==> config.mk <==
export PLATFORM = sky130hd
export DESIGN_NAME = axil_slave_regbank
export DESIGN_NICKNAME = d
export VERILOG_FILES = /design/src/rtl/axil_pkg.sv /design/src/rtl/axil_regfile.sv /design/src/rtl/axil_slave_regbank.sv
export SDC_FILE = /design/constraint.sdc
export NUM_CORES = 1
export LEC_CHECK = 0
export ABC_CLOCK_PERIOD_IN_PS = 5900
export BUFFER_PORTS_ARGS = -buffer_cell sky130_fd_sc_hd__clkbuf_2
export CAP_MARGIN = 20
export CORE_MARGIN = 2
export CORE_UTILIZATION = 55
export DETAILED_ROUTE_END_ITERATION = 7
export HOLD_SLACK_MARGIN = 0.1
export PLACE_DENSITY_LB_ADDON = 0.05
export REMOVE_ABC_BUFFERS = 1
export SLEW_MARGIN = 20
export SYNTH_ARGS = -nofsm -noshare
export SYNTH_HDL_FRONTEND = slang
export SYNTH_SLANG_ARGS = --single-unit
==> constraint.sdc <==
create_clock -name clk -period 5.9 [get_ports clk]
set_input_delay 0.885 -clock clk [delete_from_list [all_inputs] [get_ports clk]]
set_output_delay 0.885 -clock clk [all_outputs]
set_load 0.01 [all_outputs]
==> src/rtl/axil_pkg.sv <==
// Shared AXI4-Lite response codes and FSM state types for the slave register bank.
package axil_pkg;

  localparam logic [1:0] RESP_OKAY   = 2'b00;
  localparam logic [1:0] RESP_SLVERR = 2'b10;

  typedef enum logic {
    WrIdle,
    WrResp
  } wr_state_t;

  typedef enum logic {
    RdIdle,
    RdData
  } rd_state_t;

endpackage

==> src/rtl/axil_regfile.sv <==
// Register array with a byte-strobed write port, a combinational read port and flattened contents.
module axil_regfile #(
  parameter int unsigned ADDR_WIDTH = 3,
  parameter int unsigned DATA_WIDTH = 8,
  parameter int unsigned NUM_REGS   = 4
) (
  input  logic                           clk_i,
  input  logic                           rst_ni,
  input  logic                           we_i,
  input  logic [ADDR_WIDTH-1:0]          wr_addr_i,
  input  logic [DATA_WIDTH-1:0]          wr_data_i,
  input  logic [DATA_WIDTH/8-1:0]        wr_strb_i,
  input  logic [ADDR_WIDTH-1:0]          rd_addr_i,
  output logic [DATA_WIDTH-1:0]          rd_data_o,
  output logic [NUM_REGS*DATA_WIDTH-1:0] regs_o
);

  localparam int unsigned NumBytes = DATA_WIDTH / 8;

  logic [DATA_WIDTH-1:0] regs_q [NUM_REGS];
  logic [DATA_WIDTH-1:0] regs_d [NUM_REGS];

  always_comb begin
    regs_d = regs_q;
    if (we_i) begin
      for (int unsigned i = 0; i < NUM_REGS; i++) begin
        for (int unsigned b = 0; b < NumBytes; b++) begin
          if (32'(wr_addr_i) == i && wr_strb_i[b]) begin
            regs_d[i][b*8 +: 8] = wr_data_i[b*8 +: 8];
          end
        end
      end
    end
  end

  always_ff @(posedge clk_i or negedge rst_ni) begin
    if (!rst_ni) begin
      for (int unsigned i = 0; i < NUM_REGS; i++) begin
        regs_q[i] <= '0;
      end
    end else begin
      regs_q <= regs_d;
    end
  end

  // Out-of-range indices match no register and read back as zero.
  always_comb begin
    rd_data_o = '0;
    for (int unsigned i = 0; i < NUM_REGS; i++) begin
      if (32'(rd_addr_i) == i) begin
        rd_data_o = regs_q[i];
      end
    end
  end

  always_comb begin
    regs_o = '0;
    for (int unsigned i = 0; i < NUM_REGS; i++) begin
      regs_o[i*DATA_WIDTH +: DATA_WIDTH] = regs_q[i];
    end
  end

endmodule

==> src/rtl/axil_slave_regbank.sv <==
// AXI4-Lite slave register bank with independent write and read FSMs.
// Define AXIL_REGBANK_SLVERR_EN to answer out-of-range accesses with SLVERR instead of OKAY.
module axil_slave_regbank
  import axil_pkg::*;
#(
  parameter int unsigned ADDR_WIDTH = 3,
  parameter int unsigned DATA_WIDTH = 8,
  parameter int unsigned NUM_REGS   = 4
) (
  input  logic                           clk,
  input  logic                           rst_n,
  input  logic [ADDR_WIDTH-1:0]          awaddr,
  input  logic                           awvalid,
  output logic                           awready,
  input  logic [DATA_WIDTH-1:0]          wdata,
  input  logic [DATA_WIDTH/8-1:0]        wstrb,
  input  logic                           wvalid,
  output logic                           wready,
  output logic [1:0]                     bresp,
  output logic                           bvalid,
  input  logic                           bready,
  input  logic [ADDR_WIDTH-1:0]          araddr,
  input  logic                           arvalid,
  output logic                           arready,
  output logic [DATA_WIDTH-1:0]          rdata,
  output logic [1:0]                     rresp,
  output logic                           rvalid,
  input  logic                           rready,
  output logic [NUM_REGS*DATA_WIDTH-1:0] regs_o
);

`ifdef AXIL_REGBANK_SLVERR_EN
  localparam logic [1:0] OorResp = RESP_SLVERR;
`else
  localparam logic [1:0] OorResp = RESP_OKAY;
`endif

  wr_state_t               wr_state_q, wr_state_d;
  logic                    aw_held_q, aw_held_d;
  logic                    w_held_q, w_held_d;
  logic [ADDR_WIDTH-1:0]   awaddr_q, awaddr_d;
  logic [DATA_WIDTH-1:0]   wdata_q, wdata_d;
  logic [DATA_WIDTH/8-1:0] wstrb_q, wstrb_d;
  logic [1:0]              bresp_q, bresp_d;

  rd_state_t               rd_state_q, rd_state_d;
  logic [DATA_WIDTH-1:0]   rdata_q, rdata_d;
  logic [1:0]              rresp_q, rresp_d;

  logic                    aw_hs, w_hs, ar_hs;
  logic [ADDR_WIDTH-1:0]   wr_addr_eff;
  logic [DATA_WIDTH-1:0]   wr_data_eff;
  logic [DATA_WIDTH/8-1:0] wr_strb_eff;
  logic                    wr_fire, wr_in_range, reg_we;
  logic                    rd_in_range;
  logic [DATA_WIDTH-1:0]   rd_data;

  axil_regfile #(
    .ADDR_WIDTH (ADDR_WIDTH),
    .DATA_WIDTH (DATA_WIDTH),
    .NUM_REGS   (NUM_REGS)
  ) u_regfile (
    .clk_i     (clk),
    .rst_ni    (rst_n),
    .we_i      (reg_we),
    .wr_addr_i (wr_addr_eff),
    .wr_data_i (wr_data_eff),
    .wr_strb_i (wr_strb_eff),
    .rd_addr_i (araddr),
    .rd_data_o (rd_data),
    .regs_o    (regs_o)
  );

  // Output decode: ready/valid come straight from state so they are live during reset.
  always_comb begin
    awready = (wr_state_q == WrIdle) && !aw_held_q;
    wready  = (wr_state_q == WrIdle) && !w_held_q;
    bvalid  = (wr_state_q == WrResp);
    bresp   = bresp_q;
    arready = (rd_state_q == RdIdle);
    rvalid  = (rd_state_q == RdData);
    rdata   = rdata_q;
    rresp   = rresp_q;
  end

  // A channel handshaking this edge bypasses its holding register.
  always_comb begin
    aw_hs       = awvalid && awready;
    w_hs        = wvalid && wready;
    wr_addr_eff = aw_hs ? awaddr : awaddr_q;
    wr_data_eff = w_hs ? wdata : wdata_q;
    wr_strb_eff = w_hs ? wstrb : wstrb_q;
    wr_in_range = 32'(wr_addr_eff) < NUM_REGS;
    wr_fire     = (wr_state_q == WrIdle) && (aw_held_q || aw_hs) && (w_held_q || w_hs);
    reg_we      = wr_fire && wr_in_range;
  end

  always_comb begin
    wr_state_d = wr_state_q;
    aw_held_d  = aw_held_q;
    w_held_d   = w_held_q;
    awaddr_d   = awaddr_q;
    wdata_d    = wdata_q;
    wstrb_d    = wstrb_q;
    bresp_d    = bresp_q;
    unique case (wr_state_q)
      WrIdle: begin
        if (aw_hs) begin
          aw_held_d = 1'b1;
          awaddr_d  = awaddr;
        end
        if (w_hs) begin
          w_held_d = 1'b1;
          wdata_d  = wdata;
          wstrb_d  = wstrb;
        end
        if (wr_fire) begin
          wr_state_d = WrResp;
          bresp_d    = wr_in_range ? RESP_OKAY : OorResp;
        end
      end
      WrResp: begin
        if (bready) begin
          wr_state_d = WrIdle;
          aw_held_d  = 1'b0;
          w_held_d   = 1'b0;
        end
      end
      default: wr_state_d = WrIdle;
    endcase
  end

  always_comb begin
    ar_hs       = arvalid && arready;
    rd_in_range = 32'(araddr) < NUM_REGS;
    rd_state_d  = rd_state_q;
    rdata_d     = rdata_q;
    rresp_d     = rresp_q;
    unique case (rd_state_q)
      RdIdle: begin
        if (ar_hs) begin
          rd_state_d = RdData;
          rdata_d    = rd_in_range ? rd_data : '0;
          rresp_d    = rd_in_range ? RESP_OKAY : OorResp;
        end
      end
      RdData: begin
        if (rready) begin
          rd_state_d = RdIdle;
        end
      end
      default: rd_state_d = RdIdle;
    endcase
  end

  always_ff @(posedge clk or negedge rst_n) begin
    if (!rst_n) begin
      wr_state_q <= WrIdle;
      aw_held_q  <= 1'b0;
      w_held_q   <= 1'b0;
      awaddr_q   <= '0;
      wdata_q    <= '0;
      wstrb_q    <= '0;
      bresp_q    <= RESP_OKAY;
      rd_state_q <= RdIdle;
      rdata_q    <= '0;
      rresp_q    <= RESP_OKAY;
    end else begin
      wr_state_q <= wr_state_d;
      aw_held_q  <= aw_held_d;
      w_held_q   <= w_held_d;
      awaddr_q   <= awaddr_d;
      wdata_q    <= wdata_d;
      wstrb_q    <= wstrb_d;
      bresp_q    <= bresp_d;
      rd_state_q <= rd_state_d;
      rdata_q    <= rdata_d;
      rresp_q    <= rresp_d;
    end
  end

endmodule

==> impl_summary.log, run 1 <==
INFO  metric yosys.area.top_type_share = 0.5642
INFO  metric max_slew_headroom = 0.3716
INFO  metric hold_violations = 0
INFO  metric clock-root-buffer = sky130_fd_sc_hd__clkbuf_8
INFO  metric drc = 0
INFO  metric synth_cell_types = 27
INFO  metric post-route-min-period = between 3 and 4 ns
INFO  metric setup_viol = 0
INFO  metric timing.final.crit_share = 0.5123
INFO  metric post_drt_wl_per_cell = slightly below 20 microns
INFO  metric layoutNonFillerInstCount = around 270
INFO  metric antenna_found_initial = 0
INFO  metric synth.cell_area = 2484 sq um
INFO  metric grt_max_degree = 57
INFO  metric compound_gate_fraction_of_synth_area = 0.05793
INFO  metric worst_path_max_delay_cell = sky130_fd_sc_hd__a2111oi_4
INFO  metric placed_cells_incl_taps = about 270
INFO  metric tns = 0 ns
INFO  metric clkLatencyLatePin = around 0.30 ns
INFO  metric cp_max_fo = 9
INFO  metric seqPwrFrac = 0.441
INFO  metric min_delay_path_depth = 1
INFO  metric power-per-cell-area = just over 500 nW/um^2
INFO  metric drt_iter0_markers = around 140
INFO  metric cts-buffers-inserted = 5
INFO  metric num_antenna_cells = 0
INFO  metric worst-endpoint-required = approximately 6.1 ns
INFO  metric run_status = complete, no violations
INFO  metric holdBufCountCts = 0
INFO  metric worst_clock_skew = 0.005221 ns
INFO  metric place_congestion = between 0.7 and 0.8
INFO  metric grt_util_all_layers = 0.2328
INFO  metric tritoncts = built
INFO  metric first_global_vias = 1678
INFO  metric clockBufferDepth = 2
INFO  metric clk_pin_slew_worst_paths = roughly 0.10 ns
INFO  metric layout.cell_area.non_filler = between 2000 and 3000 sq um
INFO  metric num_io_pins = 71
INFO  metric cpPeakStageDelay = between 0.8 and 0.9 ns
INFO  metric critical_path.cell_chain = clkbuf_2 > nor3b_2 > mux2i_4 > a2111oi_4 > mux2_2
INFO  metric hp-class = reg -> reg
INFO  metric total_of_buffers_placed_on_input_and_output_ports = 66
INFO  metric tightestPinTransition = 0.9385 ns
INFO  metric ir_worst_vdd = roughly 0.24 mV
INFO  metric synth_xor_area_frac = 0
INFO  metric final-seq-area = about 1400 sq um
INFO  metric cts.repair.resized = 0
INFO  metric final_layout_size_suffix_gt1_frac = 0.5991
INFO  metric worst-endpoint-arrival = roughly 3.2 ns
INFO  metric comb_power_share = 0.393
INFO  metric wirelength_routed = between 5 and 6 mm
INFO  metric fmaxAchievable = between 300 and 400 MHz
INFO  metric cts.htree.levels = 2
INFO  metric p_clk_frac = 0.166
INFO  metric critPathKind = in -> reg
INFO  metric placementRows = 24
INFO  metric power_internal = ~980 uW
INFO  metric grt_setup_unrepaired = false
INFO  metric cts_num_sinks = between 50 and 60
INFO  metric switching_share = 0.3553
INFO  metric core_area = about 4400 sq um
INFO  metric synth_top_family_by_area = multiplexers
INFO  metric grt-ovfl-total = 0
INFO  metric switchingPower = roughly 540 uW
INFO  metric multi_input_comb_area = 1003 sq um
INFO  metric power_leakage = between 0.001 and 0.0015 uW
INFO  metric max_cap_violations = 0
INFO  metric end_kind = flop
INFO  metric ys_seq_area_frac = 0.5642
INFO  metric detailed_place_hpwl = slightly below 4 mm
INFO  metric synth.avg_cell_area = between 15 and 20 sq um
INFO  metric chipWidth = 71.20 microns
INFO  metric placed_cell_area = 2826 sq um
INFO  metric mostFrequentLayoutCells = 66 x sky130_fd_sc_hd__clkbuf_2, 56 x sky130_fd_sc_hd__dfrtp_1, 34 x sky130_fd_sc_hd__mux2_2
INFO  metric fillers = approximately 340
INFO  metric drt_first_pass_iters = 4
INFO  metric route.detailed.vias_per_inst = approximately 5.6
INFO  metric synth_mux_area_frac = 0.2922
INFO  metric area_growth = 18.44%
INFO  metric grt_first_pass_wirelength = between 8 and 9 mm
INFO  metric timing.final.max_slew_violations = 0
INFO  metric start_util = 0.5704
INFO  metric ff2ff_path_depth = 4
INFO  metric synth_simple_gate_area_share = 0.04786
INFO  metric die_area = about 5100 sq um
INFO  metric adder_cell_fraction_of_synth_area = 0
INFO  metric critPathLaunchType = input pin
INFO  metric syn-instance-count = about 150
INFO  metric worst_hold_slack = roughly 0.5 ns
INFO  metric nets = 243
INFO  metric top_post_synthesis_cells_by_area = sky130_fd_sc_hd__dfrtp_1 56%, sky130_fd_sc_hd__mux2_2 15%, sky130_fd_sc_hd__mux4_2 7.3%
INFO  metric final_common_cell = sky130_fd_sc_hd__clkbuf_2
INFO  metric ys_ff_latch = 56
INFO  metric cts.repair_timing.setup_buffer_count = 0
INFO  metric final_antenna_net_count = 0
INFO  metric synthDominantAreaCellType = sky130_fd_sc_hd__dfrtp_1
INFO  metric vias = 1538
INFO  metric synthesis.yosys.warnings = 0
INFO  metric die_h = roughly 71 microns
-- synth_stat cells --
cell type	instances
sky130_fd_sc_hd__clkbuf_1	1
sky130_fd_sc_hd__mux2i_4	1
sky130_fd_sc_hd__a22o_1	8
sky130_fd_sc_hd__nor4_4	2
sky130_fd_sc_hd__inv_1	4
sky130_fd_sc_hd__inv_2	1
sky130_fd_sc_hd__o221ai_1	1
sky130_fd_sc_hd__nand2_1	1
sky130_fd_sc_hd__nand3b_1	1
sky130_fd_sc_hd__mux2_4	8
sky130_fd_sc_hd__a2111o_1	1
sky130_fd_sc_hd__conb_1	1
sky130_fd_sc_hd__nor3b_4	1
sky130_fd_sc_hd__o21ai_0	2
sky130_fd_sc_hd__a2111oi_4	1
sky130_fd_sc_hd__nor2_1	6
sky130_fd_sc_hd__o22ai_1	1
sky130_fd_sc_hd__buf_6	3
sky130_fd_sc_hd__nor3b_2	1
sky130_fd_sc_hd__mux4_2	8
sky130_fd_sc_hd__buf_4	4
sky130_fd_sc_hd__buf_1	1
sky130_fd_sc_hd__a21oi_1	2
sky130_fd_sc_hd__dfrtp_1	56
sky130_fd_sc_hd__mux2_2	34
sky130_fd_sc_hd__mux2i_1	2
sky130_fd_sc_hd__or3b_4	1
-- state kept, by name, indices dropped and copies added, names as in the netlist --
name	flops
rdata	8
wstrb_q	1
w_held_q	1
rvalid	1
aw_held_q	1
wdata_q	8
awaddr_q	3
u_regfile.regs_o	32
bvalid	1
-- power by group through the flow --
stage          registers [uW]  clock network [uW]  logic, uW
6_report                  668                 252        596
5_1_grt                   692                 277        642
4_1_cts                   667                 261        603
3_5_place_dp              674                   0        602
3_3_place_gp              659                   0        576
2_1_floorplan             699                   0        342
-- worst paths after layout --
path / start / end / slack (ns)
max in group asynchronous: rst_n / u_regfile.regs_o[7] / 4.73
max reg2reg: bvalid / u_regfile.regs_o[24] / 3.00
min: rdata[0] / rdata[0] / 0.51
min reg2reg: rdata[0] / rdata[0] / 0.51
min in group asynchronous: rst_n / awaddr_q[0] / 0.70
max: wvalid / u_regfile.regs_o[24] / 2.88
-- metal layers --
layer | routed length, microns | share of wire | global-route usage | up-vias
met2 | 2739 | 0.51 | 0.3837 | 51
met4 | 19 | 0.0035 | 0.05660 | 0
li1 | - | - | - | 693
met5 | 0 | 0 | 0 | -
met1 | 2391 | 0.44 | 0.3230 | 792
met3 | 242 | 0.045 | 0.04416 | 2
-- critical path, delay by kind of cell --
family	cells	cell delay [ns]
AOI/OAI and AO/OA	1	0.81
and+or+nand+nor	1	0.76
muxes	2	0.65
buffers and inverters	1	0.10
-- per-stage QoR --
step,utilization,worst slack (ns),total power (uW)
3_5_place_dp,0.6491,2.571,1276
4_1_cts,0.6756,2.879,1531
6_report,0.6756,2.878,1515
3_3_place_gp,0.6491,2.644,1234
5_1_grt,0.6756,2.793,1611
2_1_floorplan,-,3.114,1041
-- cell families (layout without fill, tap and decap cells) --
kind of cell,count (synthesis),count (layout)
buf+inv,14,80
simple gates,13,13
mux,53,53
other cells,1,4
flops,56,56
compound gates,16,16
-- area by class of cell --
type	count	share of cell area
flip-flops and latches	56	0.4764
multi-input cells	86	0.3411
repair buffers	67	0.1148
clock buffers	5	0.02339
well taps	52	0.02212
clock inverters	3	0.01574
inverters	5	0.006380
Power figures use the tool's default switching activity.
==> inputs of run 2 (changes only) <==
--- a/config.mk
+++ b/config.mk
@@ -5,11 +5,11 @@
 export SDC_FILE = /design/constraint.sdc
 export NUM_CORES = 1
 export LEC_CHECK = 0
-export ABC_CLOCK_PERIOD_IN_PS = 5900
+export ABC_CLOCK_PERIOD_IN_PS = 3150
 export BUFFER_PORTS_ARGS = -buffer_cell sky130_fd_sc_hd__clkbuf_2
 export CAP_MARGIN = 20
 export CORE_MARGIN = 2
-export CORE_UTILIZATION = 55
+export CORE_UTILIZATION = 51
 export DETAILED_ROUTE_END_ITERATION = 7
 export HOLD_SLACK_MARGIN = 0.1
 export PLACE_DENSITY_LB_ADDON = 0.05
==> constraint.sdc (replaced) <==
create_clock -name clk -period 3.15 [get_ports clk]
set_input_delay 0.4725 -clock clk [delete_from_list [all_inputs] [get_ports clk]]
set_output_delay 0.4725 -clock clk [all_outputs]
set_load 0.01 [all_outputs]
==> run 2 against run 1 <==
Effect of this change:
- sequential power rose by 87%
- first-iteration DRC count fell by 57%
- global-route usage fell by 2.0 points
- power rose by 83%
- cell count rose by 6.9%
- critical endpoint is now u_regfile.regs_o[8]
- register-to-register slack got worse by 2.5 ns
- hold slack got worse by 0.19 ns
==> impl_summary.log, run 2 (synthesized netlist as in run 1, its figures left out) <==
INFO  metric timing.reg2reg.setup_slack = 0.52 ns
INFO  metric worst-endpoint-arrival = around 2.8 ns
INFO  metric final_layout_size_suffix_gt1_frac = 0.6062
INFO  metric placementRows = 25
INFO  metric cts.repair.resized = 0
INFO  metric nets = 248
INFO  metric grt_first_pass_wirelength = 8.438 mm
INFO  metric place_congestion = about 0.76
INFO  metric ff2ff_path_depth = 5
INFO  metric detailed_place_hpwl = 3.874 mm
INFO  metric largest_register_ff_count = 32
INFO  metric clkLatencyLatePin = 0.30 ns
INFO  metric grt_max_degree = 45
INFO  metric power-per-cell-area = approximately 930 nW/um^2
INFO  metric antenna_found_initial = 0
INFO  metric end_kind = flop
INFO  metric cp_max_fo = 8
INFO  metric power_leakage = between 0.001 and 0.0015 uW
INFO  metric mostFrequentLayoutCells = 65 x sky130_fd_sc_hd__clkbuf_2, 56 x sky130_fd_sc_hd__dfrtp_1, 34 x sky130_fd_sc_hd__mux2_2
INFO  metric final_antenna_net_count = 0
INFO  metric area_growth = 19.95%
INFO  metric run_status = complete, no violations
INFO  metric fillers = roughly 370
INFO  metric core_area = roughly 4700 sq um
INFO  metric ir_worst_vdd = 0.3881 mV
INFO  metric num_io_pins = 71
INFO  metric critPathCapture = u_regfile.regs_o[8]
INFO  metric vias = between 1500 and 2000
INFO  metric worstReg2RegEnd = u_regfile.regs_o[8]
INFO  metric post-route-min-period = between 2 and 3 ns
INFO  metric tritoncts = built
INFO  metric hp-class = in -> async
INFO  metric cts-buffers-inserted = 5
INFO  metric max_cap_violations = 0
INFO  metric tightestPinTransition = 0.9611 ns
INFO  metric worst_clock_skew = 0.007987 ns
INFO  metric multi_input_comb_area = between 1000 and 1500 sq um
INFO  metric r2r-start = bvalid
INFO  metric wl_met2 = 2.648 mm
INFO  metric wirelength_routed = ~5.3 mm
INFO  metric cts.htree.levels = 2
INFO  metric crit_path_start = bvalid
INFO  metric placed_cell_area = between 2000 and 3000 sq um
INFO  metric layout.cell_area.non_filler = 2979 sq um
INFO  metric final-seq-area = 1401 sq um
INFO  metric drc = 0
INFO  metric die_h = between 70 and 80 microns
INFO  metric max_slew_headroom = 0.3593
INFO  metric num_antenna_cells = 0
INFO  metric clockBufferDepth = 2
INFO  metric postLayoutSetupSlackWorst = 0.5175 ns
INFO  metric grt-ovfl-total = 0
INFO  metric worst_hold_slack = 0.3198 ns
INFO  metric post_drt_wl_per_cell = between 15 and 20 microns
INFO  metric chipWidth = 73.79 microns
INFO  metric m1WireLength = 2.331 mm
INFO  metric holdBufCountCts = 0
INFO  metric final_common_cell = sky130_fd_sc_hd__clkbuf_2
INFO  metric cts_num_sinks = 56
INFO  metric placed_cells_incl_taps = around 290
INFO  metric timing.final.max_slew_violations = 0
INFO  metric cts.repair_timing.setup_buffer_count = 0
INFO  metric total_of_buffers_placed_on_input_and_output_ports = 66
INFO  metric layoutNonFillerInstCount = just under 300
INFO  metric tns = 0 ns
INFO  metric setup_viol = 0
INFO  metric fmaxAchievable = between 300 and 400 MHz
INFO  metric route.top_layer_used = met4
INFO  metric drt_iter0_markers = slightly below 60
INFO  metric worst-endpoint-required = 3.34 ns
INFO  metric timing.final.crit_share = 0.8357
INFO  metric first_global_vias = around 1600
INFO  metric met3_wirelength = between 200 and 300 microns
INFO  metric drt_first_pass_iters = 4
INFO  metric critPathKind = reg -> reg
INFO  metric start_util = 0.5258
INFO  metric hold_violations = 0
INFO  metric grt_util_all_layers = 0.2124
INFO  metric grt_setup_unrepaired = false
INFO  metric route.detailed.vias_per_inst = ~5.4
INFO  metric die_area = around 5400 sq um
INFO  metric clock-root-buffer = sky130_fd_sc_hd__clkbuf_8
INFO  metric clk_pin_slew_worst_paths = 0.09 ns
INFO  metric pre_cts_slack = 0.4430 ns
INFO  metric critPathLaunchType = flop
run 2: final cells by class:
| type | count | share of cell area |
|---|---|---|
| multi-input cells | 86 | 0.3368 |
| repair buffers | 72 | 0.1260 |
| inverters | 5 | 0.006300 |
| well taps | 67 | 0.02814 |
| flip-flops and latches | 56 | 0.4704 |
| clock buffers | 7 | 0.03234 |
run 2: power by group:
group / internal (uW) / switching (uW)
combinational: 579 / 539
clock: 196 / 209
sequential: 1020 / 232
total: 1800 / 981
run 2: critical path: stages (launching register included):
cell and delay, ns:
sky130_fd_sc_hd__dfrtp_1 0.50, sky130_fd_sc_hd__nor3b_4 0.36, sky130_fd_sc_hd__mux2i_1 0.56, sky130_fd_sc_hd__inv_2 0.13, sky130_fd_sc_hd__a2111o_1 0.59, sky130_fd_sc_hd__mux2_4 0.38
run 2: worst min path at each step:
stage	from	endpoint	slack, ns
6_report	rst_n	wstrb_q	0.32
5_1_grt	rready	rvalid	0.33
4_1_cts	rready	rvalid	0.34
3_5_place_dp	rdata[6]	rdata[6]	0.50
3_3_place_gp	rdata[6]	rdata[6]	0.49
2_1_floorplan	rst_n	aw_held_q	0.18
run 2: routing by layer:
| metal | GRT usage | vias to the layer above |
|---|---|---|
| li1 | - | 707 |
| met1 | 0.2865 | 827 |
| met2 | 0.3472 | 55 |
| met3 | 0.04664 | 6 |
| met4 | 0.06061 | 0 |
| met5 | 0 | - |
run 2: per-stage QoR:
stage,power [uW],util
global route,2960,0.6307
detailed placement,2394,0.6103
finish,2778,0.6307
floorplan,1950,-
global placement,2333,0.6103
CTS,2806,0.6307
